$ cat src/rtl/reg_bank_if.sv
`default_nettype none
// +------------------------------------------------------------------+
// | Module      : reg_bank_if                                        |
// | Description : Write/read bus bundle for the reg_bank register    |
// |               file (one write port, two read ports, wrap flag).  |
// | Revision    : 1.0 - initial release                              |
// +------------------------------------------------------------------+
interface reg_bank_if #(
  parameter int WIDTH = 16,
  parameter int AW    = 3
) ();
  logic [WIDTH-1:0] in;
  logic             load;
  logic             inc;
  logic [AW-1:0]    waddr;
  logic [AW-1:0]    raddr_a;
  logic [AW-1:0]    raddr_b;
  logic [WIDTH-1:0] out_a;
  logic [WIDTH-1:0] out_b;
  logic             wrap;

  modport master (
    output in, load, inc, waddr, raddr_a, raddr_b,
    input  out_a, out_b, wrap
  );

  modport slave (
    input  in, load, inc, waddr, raddr_a, raddr_b,
    output out_a, out_b, wrap
  );
endinterface
`default_nettype wire

$ cat src/rtl/reg_bank.sv
`default_nettype none
// +------------------------------------------------------------------+
// | Module      : reg_bank                                           |
// | Description : DEPTH x WIDTH flip-flop register bank with load,   |
// |               increment (PC style) and a registered wrap flag.   |
// |               One write port, two combinational read ports,      |
// |               optional write-through bypass.                     |
// | Revision    : 1.0 - initial release                              |
// +------------------------------------------------------------------+
module reg_bank #(
  parameter int WIDTH  = 16,
  parameter int DEPTH  = 8,
  parameter int BYPASS = 0
) (
  input  logic       clk,
  input  logic       reset,
  reg_bank_if.slave  bus
);
  localparam int          AW      = $clog2(DEPTH);
  localparam logic [AW:0] C_DEPTH = (AW+1)'(DEPTH);

  logic [WIDTH-1:0] words [DEPTH];
  logic             wrap_q;
  logic             addr_ok;
  logic             wr_en;
  logic             wrap_next;
  logic [WIDTH-1:0] cur_val;
  logic [WIDTH-1:0] next_val;
  logic [WIDTH-1:0] stored_a;
  logic [WIDTH-1:0] stored_b;

  // Write port: fetch the target word and compute what it becomes (load beats inc)
  always_comb begin
    addr_ok = ({1'b0, bus.waddr} < C_DEPTH);
    cur_val = '0;
    for (int i = 0; i < DEPTH; i++) begin
      if (bus.waddr == AW'(i)) cur_val = words[i];
    end
    wr_en     = addr_ok && (bus.load || bus.inc);
    next_val  = bus.load ? bus.in : cur_val + WIDTH'(1);
    wrap_next = addr_ok && bus.inc && !bus.load && (cur_val == {WIDTH{1'b1}});
  end

  // Storage and wrap flag: reset clears everything, otherwise only word[waddr] may change
  always_ff @(posedge clk) begin
    if (reset) begin
      for (int i = 0; i < DEPTH; i++) words[i] <= '0;
      wrap_q <= 1'b0;
    end else begin
      for (int i = 0; i < DEPTH; i++) begin
        if (wr_en && (bus.waddr == AW'(i))) words[i] <= next_val;
      end
      wrap_q <= wrap_next;
    end
  end

  // Read muxes over stored contents; out-of-range addresses fall through to zero
  always_comb begin
    stored_a = '0;
    stored_b = '0;
    for (int i = 0; i < DEPTH; i++) begin
      if (bus.raddr_a == AW'(i)) stored_a = words[i];
      if (bus.raddr_b == AW'(i)) stored_b = words[i];
    end
  end

  if (BYPASS != 0) begin : g_bypass
    // Write-through: a port reading the word being written sees its next value now
    logic fwd_a;
    logic fwd_b;
    assign fwd_a     = !reset && wr_en && (bus.raddr_a == bus.waddr);
    assign fwd_b     = !reset && wr_en && (bus.raddr_b == bus.waddr);
    assign bus.out_a = fwd_a ? next_val : stored_a;
    assign bus.out_b = fwd_b ? next_val : stored_b;
  end else begin : g_direct
    assign bus.out_a = stored_a;
    assign bus.out_b = stored_b;
  end

  assign bus.wrap = wrap_q;
endmodule
`default_nettype wire

$ cat src/flat_wrapper.sv
// flat-port wrapper written by rule: the top's interface ports become plain ports
module reg_bank_flat 
#(
  parameter int WIDTH  = 16,
  parameter int DEPTH  = 8,
  parameter int BYPASS = 0
)
  (clk, reset, bus_in, bus_load, bus_inc, bus_waddr, bus_raddr_a, bus_raddr_b, bus_out_a, bus_out_b, bus_wrap);
  reg_bank_if #(.WIDTH(WIDTH), .AW(3)) bus_i ();
  input  logic clk;
  input  logic reset;
  input wire logic [$bits(bus_i.in)-1:0] bus_in;
  input wire logic [$bits(bus_i.load)-1:0] bus_load;
  input wire logic [$bits(bus_i.inc)-1:0] bus_inc;
  input wire logic [$bits(bus_i.waddr)-1:0] bus_waddr;
  input wire logic [$bits(bus_i.raddr_a)-1:0] bus_raddr_a;
  input wire logic [$bits(bus_i.raddr_b)-1:0] bus_raddr_b;
  output wire logic [$bits(bus_i.out_a)-1:0] bus_out_a;
  output wire logic [$bits(bus_i.out_b)-1:0] bus_out_b;
  output wire logic [$bits(bus_i.wrap)-1:0] bus_wrap;
  assign bus_i.in = bus_in;
  assign bus_i.load = bus_load;
  assign bus_i.inc = bus_inc;
  assign bus_i.waddr = bus_waddr;
  assign bus_i.raddr_a = bus_raddr_a;
  assign bus_i.raddr_b = bus_raddr_b;
  assign bus_out_a = bus_i.out_a;
  assign bus_out_b = bus_i.out_b;
  assign bus_wrap = bus_i.wrap;
  reg_bank #(.WIDTH(WIDTH), .DEPTH(DEPTH), .BYPASS(BYPASS)) u_core (.clk(clk), .reset(reset), .bus(bus_i));
endmodule
$ cat config.mk
export PLATFORM = sky130hd
export DESIGN_NAME = reg_bank_flat
export DESIGN_NICKNAME = d
export VERILOG_FILES = /design/src/rtl/reg_bank_if.sv /design/src/rtl/reg_bank.sv /design/src/flat_wrapper.sv
export SDC_FILE = /design/constraint.sdc
export NUM_CORES = 1
export LEC_CHECK = 0
export ABC_AREA = 1
export CAP_MARGIN = 20
export CORE_ASPECT_RATIO = 1.75
export CORE_MARGIN = 3
export CORE_UTILIZATION = 30
export CTS_CLUSTER_DIAMETER = 200
export CTS_CLUSTER_SIZE = 30
export DETAILED_ROUTE_END_ITERATION = 10
export GPL_ROUTABILITY_DRIVEN = 1
export GPL_TIMING_DRIVEN = 1
export PLACE_DENSITY = 0.52
export SETUP_SLACK_MARGIN = 0.1
export SLEW_MARGIN = 20
export SYNTH_ARGS = -nofsm -noshare
export SYNTH_HDL_FRONTEND = slang
export SYNTH_SLANG_ARGS = --single-unit
$ cat constraint.sdc
create_clock -name clk -period 4.6 [get_ports clk]
set_input_delay 0.46 -clock clk [delete_from_list [all_inputs] [get_ports clk]]
set_output_delay 0.46 -clock clk [all_outputs]
set_load 0.01 [all_outputs]
Yosys cells after proc, flatten, opt, wreduce, memory -nomap -nowiden. Memory sizes are Yosys's and may differ from the RTL's. Cells that the tools add are included.

RAM bits: 128. Input bits: 29. Register bits: 1. Memories: 1.

Memory list: u_core.words (words 8, width 16, read ports 8, clocked after Yosys merged registers in 0, write ports 8, RTL line reg_bank.sv:22) `logic [WIDTH-1:0] words [DEPTH];`.

Bitwise operators: 8. Reduce and logical (&&, ||, !) cells: 15. Eq/ne operators: 22. Multiplexer cells: 59. Add/subtract/negate cells: 1.

Operator list (number): $mux W16 (33); $eq A3 B3 Y1 const B (12); $mux W1 (26); $eq A3 B2 Y1 const B (6); $add A16 B1 Y16 const B (1); $eq A16 B16 Y1 const B (1); $logic_and A1 B1 Y1 (10); $eq A3 B1 Y1 const B (3); $logic_not A3 Y1 (3); $or A1 B1 Y1 (8); $logic_not A1 Y1 (1); $logic_or A1 B1 Y1 (1).

Depth between registers and ports, before layout. Gate-level depths: netlist of run 1.

Depth after elaboration: 12. Gate-level depth with buffers: 21.

Least setup slack after synthesis of run 1. OpenSTA, ideal clock, no wires.

Kind: input port to flip-flop. Start point: input port bus_waddr[0]. End point: memory u_core.words[7][0] (netlist: u_core.words[1][48]) (enable). Cell stages on the path: 6. Arrival time: 2.319 ns. Path slack: 1.870 ns. Data required time: 4.189 ns. Path through: buf_4 -> inv_1 -> nor3_4 -> inv_2 -> buf_6 -> o21ai_0.

RTL lines: start: declaration (RTL line flat_wrapper.sv:15) `input wire logic [$bits(bus_i.waddr)-1:0] bus_waddr;`; end: declaration (RTL line reg_bank.sv:22).

Worst setup path after layout of run 1.
Start point: input port bus_raddr_a[2]. End point: output port bus_out_a[6].

Longest elaborated chain between the ends: 9. Elaborated cells between the ends (all ways): 16.

RTL lines: start: declaration (RTL line flat_wrapper.sv:16) `input wire logic [$bits(bus_i.raddr_a)-1:0] bus_raddr_a;`; $logic_not A3 Y1 (RTL line reg_bank.sv:62) `if (bus.raddr_a == AW'(i)) stored_a = words[i];`; $mux W16 (7 in a row) (RTL line reg_bank.sv:62); $mux W16 (*) (RTL line reg_bank.sv:62); end: declaration (RTL line flat_wrapper.sv:18) `output wire logic [$bits(bus_i.out_a)-1:0] bus_out_a;`.

Every way passes the cells marked *; elsewhere a longest branch is shown, timed or not.

==> results of run 1 <==
## power breakdown
part / switching (mW) / leakage, nW / internal [mW]
clock network: 0.545 / 0.276 / 0.848
logic: 0.407 / 2.12 / 0.192
registers: 0.0572 / 1.34 / 1.38
total: 1.01 / 3.73 / 2.42
## metrics by stage
step                      setup slack, ns  utilization, %  area, µm²  hold slack [ns]  instances
final                              0.8402           36.56       9722           0.6440       1422
after global routing               0.5685           36.56       9722           0.6566       1422
after CTS                          0.8385           36.56       9722           0.6243       1422
after detailed placement           0.4796           34.33       9129           0.8687       1391
after global placement             0.4786           34.33       9129           0.8668       1391
after floorplan                     1.870               -       8100           0.6041       1017
## cell type report
type | count | area, µm² | share of cell area, %
repair buffers | 83 | 775.7 | 7.979
inverters | 133 | 501.7 | 5.161
well taps | 324 | 405.4 | 4.170
flip-flops and latches | 129 | 3864 | 39.74
clock inverters | 13 | 163.9 | 1.686
clock buffers | 18 | 429.2 | 4.414
multi-input cells | 722 | 3582 | 36.85
## tightest hold or removal path: cells and delay by family
| family | cells | cell delay [ns] |
|---|---|---|
| simple gates | 2 | 0.14 |
| buf+inv | 1 | 0.44 |
## flip-flops by register name, indices dropped and copies added (netlist names)
register / flops
u_core.bus.wrap: 1
u_core.words: 128
## worst min-delay path by stage
stage / startpoint / end / slack, ns
2_1_floorplan: bus_inc / u_core.bus.wrap / 0.60
3_3_place_gp: u_core.words[1][63] / u_core.bus.wrap / 0.87
3_5_place_dp: u_core.words[1][63] / u_core.bus.wrap / 0.87
4_1_cts: bus_inc / u_core.bus.wrap / 0.62
5_1_grt: bus_inc / u_core.bus.wrap / 0.66
6_report: bus_inc / u_core.bus.wrap / 0.64
## Yosys cell counts, drive strengths merged
| cell | n |
|---|---|
| clkbuf | 18 |
| inv | 130 |
| mux2i | 1 |
| buf | 15 |
| o2111ai | 15 |
| o211ai | 3 |
| nor3 | 13 |
| o21ai | 26 |
| nand3b | 2 |
| nand2 | 260 |
| o21bai | 2 |
| or2 | 13 |
| nand3 | 64 |
| edfxtp | 128 |
| o22ai | 21 |
| nand4 | 44 |
| ha | 1 |
| nor2 | 145 |
| a21oi | 80 |
| a221o | 5 |
| o221ai | 12 |
| o21a | 1 |
| clkinv | 3 |
| a221oi | 12 |
| a2111oi | 2 |
| dfxtp | 1 |
## kinds of logic (layout without fill, tap and decap cells)
group | after synthesis | count (layout) | synth area share (%)
AO/OA/AOI/OAI | 179 | 179 | 13.92
multiplexers | 1 | 1 | 0.1236
AND/OR/NAND/NOR | 541 | 541 | 29.66
adder cells (fa/ha/maj) | 1 | 1 | 0.1544
flip-flops | 129 | 129 | 47.70
buffers and inverters | 166 | 247 | 8.449
## routing by layer
metal  global-route usage, %  vias to the layer above  wire, µm  part of all wire (%)
met5                       0                        -         0                     0
met1                   25.30                     3722     11780                    36
met3                   3.570                      112      1807                   5.5
met2                   40.46                      362     17140                    52
li1                        -                     3646         -                     -
met4                   13.46                        0      1986                   6.1
==> flow_metrics.env, run 1 <==
export IMPL_syn_num_nets=1047
export IMPL_power_density_mw_per_mm2=352.5
export IMPL_holdPathStages=3
export IMPL_start_kind="input port"
export IMPL_postRouteAntennaNets=0
export IMPL_worst_slew_pin_slew_ns=0.9249
export IMPL_cts_root_buffer="clkbuf_16"
export IMPL_max_stage_delay_ns=0.55
export IMPL_yosys_area_top_type="edfxtp_1"
export IMPL_cp_top_family="buffers and inverters"
export IMPL_grt_max_degree=38
export IMPL_rr_worst_depth=13
export IMPL_cpMostUsedCell="clkdlybuf4s50_1"
export IMPL_setup_viol=0
export IMPL_synthDistinctLibCells=42
export IMPL_clock_skew_ns=0.009381
export IMPL_nFillCells=2739
export IMPL_ctsHoldBuffers=0
export IMPL_die_w_um=130.2
export IMPL_first_iter_violations=589
export IMPL_synth_area_leaders="edfxtp_1 (47%), nand2_1 (11%), nor2_1 (6.3%), inv_1 (5.7%), a21oi_1 (4.8%)"
export IMPL_die_y_um=223.4
export IMPL_arrival_ns=3.30
export IMPL_power_total_mw=3.427
export IMPL_wl_mm=32.71
export IMPL_place_gp_congestion=0.9405
export IMPL_antenna_found_initial=0
export IMPL_r2r_slack_ns=2.02
export IMPL_slew_violations=0
export IMPL_final_common_cell="nand2_1"
export IMPL_cts_repair_resized=0
export IMPL_clockBufferDepth=2
export IMPL_via_per_inst=5.515
export IMPL_path_max_fanout=15
export IMPL_grt_first_pass_wirelength_mm=48.95
export IMPL_vias=7842
export IMPL_yosysWarnings=0
export IMPL_hold_violations=0
export IMPL_diodes=0
export IMPL_cts_tree="done"
export IMPL_cts_sinks=129
export IMPL_power_leakage_nw=3.733
export IMPL_grt_total_usage_pct=22.90
export IMPL_synthesis_area_mm2=0.008100
export IMPL_drive_above_1_share_pct=9.472
export IMPL_synth_top_area_share_pct=47.45
export IMPL_drc=0
export IMPL_hold_class="input port to flop"
export IMPL_cts_setup_buffers=0
export IMPL_wl_per_cell_um=23.00
export IMPL_avgSynthCellArea_um2=7.965
export IMPL_vdd_drop_max_v=0.0002501
export IMPL_dr_pass1_iters=5
export IMPL_synth_seq_area_share_pct=47.70
export IMPL_dieArea_mm2=0.02909
export IMPL_cts_made_buffers=17
export IMPL_maxSlewHeadroom_pct=38.19
export IMPL_grt_pass1_vias=7978
export IMPL_ys_ff_latch=129
export IMPL_grt_overflow=0
export IMPL_clk_latency_ns=0.44
export IMPL_final_cell_mix="nand2_1 (247), nor2_1 (135), edfxtp_1 (128)"
export IMPL_crit_slowest_cell="clkdlybuf4s50_1"
export IMPL_cp_depth=9
export IMPL_portBuffers=61
export IMPL_outcome="finished, final reports clean"
export IMPL_min_period_ns=3.760
export IMPL_critPathKind="input port to primary output"
export IMPL_reg2reg_from="u_core.words[0][52]"
export IMPL_rows=79
export IMPL_max_freq_mhz=266.0
export IMPL_start_util_pct=30.46
export IMPL_reg2reg_to="u_core.words[1][57]"
export IMPL_cp_endpoint="bus_out_a[6]"
export IMPL_fin_crit_sh_pct=81.74
export IMPL_synth_cells=1017
export IMPL_tns_ns=0
export IMPL_end_kind="primary output"
export IMPL_clk_transition_reported_paths_ns=0.06
export IMPL_rsz0062_at_grt="false"
export IMPL_dp_hpwl_mm=25.35
export IMPL_core_region_area_mm2=0.02659
export IMPL_cp_cell_sequence="clkdlybuf4s50_1 > inv_1 > nand2_1 > o22ai_1 > a221oi_1 > o21ai_0 > a2111oi_0 > a21oi_1 > clkdlybuf4s50_1"
export IMPL_ctsHtreeMaxLevel=4
export IMPL_final_nets=1116
export IMPL_crit_buf_inv=3
export IMPL_syn2layout_area_growth_pct=20.02
export IMPL_crit_required_ns=4.14
export IMPL_drv_cap=0
export IMPL_crit_start="bus_raddr_a[2]"
export IMPL_ioPinCount=62
Power figures use the tool's default switching activity.
==> inputs of run 2 (changes only) <==
clock period = 3.5 ns   (was 4.6 ns; I/O delays follow)
==> run 2 against run 1 <==
Against the previous run: via count increased by 1.1%; utilization up 1.2 points; count of clock-buffer cells in the layout up 1; largest cell class unchanged; clock skew is essentially flat; sequential power is 31% higher; sequential cell count unchanged; hold slack lost 0.13 ns.
==> flow_metrics.env, run 2 (synthesized netlist as in run 1, its figures left out) <==
export IMPL_start_util_pct=30.46
export IMPL_syn2layout_area_growth_pct=23.85
export IMPL_dieArea_mm2=0.02909
export IMPL_wl_per_cell_um=22.09
export IMPL_cts_made_buffers=17
export IMPL_cpMostUsedCell="clkdlybuf4s50_1"
export IMPL_largest_reg_flops=128
export IMPL_antenna_found_initial=0
export IMPL_min_period_ns=3.279
export IMPL_tns_ns=0
export IMPL_power_density_mw_per_mm2=437.2
export IMPL_rows=79
export IMPL_grt_overflow=0
export IMPL_postRouteAntennaNets=0
export IMPL_worst_slew_pin_slew_ns=0.7937
export IMPL_finalNonFillerCells=1463
export IMPL_die_y_um=223.4
export IMPL_grt_total_usage_pct=22.36
export IMPL_arrival_ns=2.93
export IMPL_clkPwrFrac_pct=38.2
export IMPL_drv_cap=0
export IMPL_hold_violations=0
export IMPL_die_w_um=130.2
export IMPL_crit_start="bus_raddr_a[0]"
export IMPL_dr_pass1_iters=5
export IMPL_core_region_area_mm2=0.02659
export IMPL_path_max_fanout=9
export IMPL_dp_hpwl_mm=25.55
export IMPL_clk_latency_ns=0.44
export IMPL_holdCritStartpoint="bus_inc"
export IMPL_clock_skew_ns=0.009299
export IMPL_top_register="u_core.words"
export IMPL_ctsHtreeMaxLevel=4
export IMPL_crit_slowest_cell="clkdlybuf4s50_1"
export IMPL_combPwrFrac_pct=19.0
export IMPL_outcome="finished, final reports clean"
export IMPL_rr_worst_depth=14
export IMPL_clk_transition_reported_paths_ns=0.06
export IMPL_cp_cell_sequence="clkdlybuf4s50_1 > inv_1 > nor3_1 > clkinv_2 > o2111ai_1 > clkdlybuf4s50_1"
export IMPL_diodes=0
export IMPL_drive_above_1_share_pct=12.55
export IMPL_final_common_cell="nand2_1"
export IMPL_placed_area_mm2=0.009502
export IMPL_place_gp_congestion=0.9388
export IMPL_drc=0
export IMPL_cts_tree="done"
export IMPL_post_route_util_pct=37.73
export IMPL_max_stage_delay_ns=0.60
export IMPL_power_leakage_nw=3.943
export IMPL_holdPathStages=3
export IMPL_setup_viol=0
export IMPL_grt_max_degree=20
export IMPL_end_kind="primary output"
export IMPL_final_cell_mix="nand2_1 (247), nor2_1 (135), edfxtp_1 (128)"
export IMPL_wl_mm=32.31
export IMPL_grt_first_pass_wirelength_mm=47.64
export IMPL_fin_crit_sh_pct=93.67
export IMPL_p_switching_mw=1.265
export IMPL_fin_area_mm2=0.01003
export IMPL_cts_root_buffer="clkbuf_16"
export IMPL_holdPathEnd="u_core.bus.wrap"
export IMPL_p_seq_share_pct=42.7
export IMPL_via_per_inst=5.418
export IMPL_hold_class="input port to flop"
export IMPL_maxSlewHeadroom_pct=46.96
export IMPL_critPathKind="input port to primary output"
export IMPL_grt_pass1_vias=7722
export IMPL_final_nets=1159
export IMPL_ioPinCount=62
export IMPL_reg2reg_to="u_core.words[1][14]"
export IMPL_slew_violations=0
export IMPL_crit_required_ns=3.15
export IMPL_r2r_slack_ns=1.13
export IMPL_first_iter_violations=607
export IMPL_reg2reg_from="u_core.words[0][32]"
export IMPL_hold_slack_ns=0.5112
export IMPL_vias=7927
export IMPL_start_kind="input port"
export IMPL_rsz0062_at_grt="false"
export IMPL_p_int_mw=3.121
export IMPL_nFillCells=2774
export IMPL_p_sw_share_pct=28.85
export IMPL_clockBufferDepth=2
export IMPL_dp_cells=1434
export IMPL_portBuffers=61
export IMPL_vdd_drop_max_v=0.0002955
export IMPL_max_freq_mhz=305.0
export IMPL_power_total_mw=4.386
export IMPL_worst_slack_ns=0.2214
export IMPL_pre_cts_ws_ns=-0.02600
export IMPL_cts_sinks=129
==> run 2: cell count changes in the layout (fill, tap and decap cells not counted) <==
cell        delta
clkinvlp_4     -4
buf_12         +4
bufinv_16      -1
inv_6          -1
clkinv_2       +5
clkinv_1       +1
clkinv_4       -3
clkbuf_1       +1
buf_4         +39
==> run 2: cell type report <==
class	instances	area, µm²	share of cell area, %
repair buffers	126	1149	11.45
inverters	133	503.0	5.014
flip-flops and latches	129	3864	38.51
clock buffers	19	432.9	4.315
multi-input cells	722	3582	35.71
clock inverters	10	96.34	0.9603
well taps	324	405.4	4.041
==> run 2: how the worst max path moves through the flow <==
stage               depth (start not counted)                  end
floorplan                                   6  u_core.words[1][48]
global placement                           18  u_core.words[0][30]
detailed placement                         18  u_core.words[0][56]
CTS                                         9         bus_out_a[6]
global route                                9         bus_out_a[6]
finish                                      6         bus_out_a[0]
==> run 2: power groups by stage <==
stage | registers (mW) | clock network [mW] | logic (mW)
3_3_place_gp | 1.90 | 0 | 0.831
4_1_cts | 1.87 | 1.69 | 0.833
5_1_grt | 1.88 | 1.75 | 0.894
2_1_floorplan | 1.88 | 0 | 0.421
6_report | 1.87 | 1.68 | 0.835
3_5_place_dp | 1.90 | 0 | 0.827
==> run 2: critical path, delay by kind of cell <==
kind            cells  cell delay (ns)
buf+inv             4             1.69
simple gates        1             0.52
compound gates      1             0.36
==> run 2: repair_timing <==
item	CTS	global route
setup endpoints to repair	3	0
hold buffers	0	0
setup buffers	0	0
gates resized for setup	1	0
==> run 2: routing by layer <==
metal / track usage [%] / vias up / share of wire [%] / routed length (µm)
met5: 0 / - / 0 / 0
met4: 10.00 / 0 / 4.5 / 1445
met3: 3.210 / 74 / 4.5 / 1445
met2: 40.98 / 309 / 54 / 17410
met1: 24.94 / 3809 / 37 / 12020
li1: - / 3735 / - / -
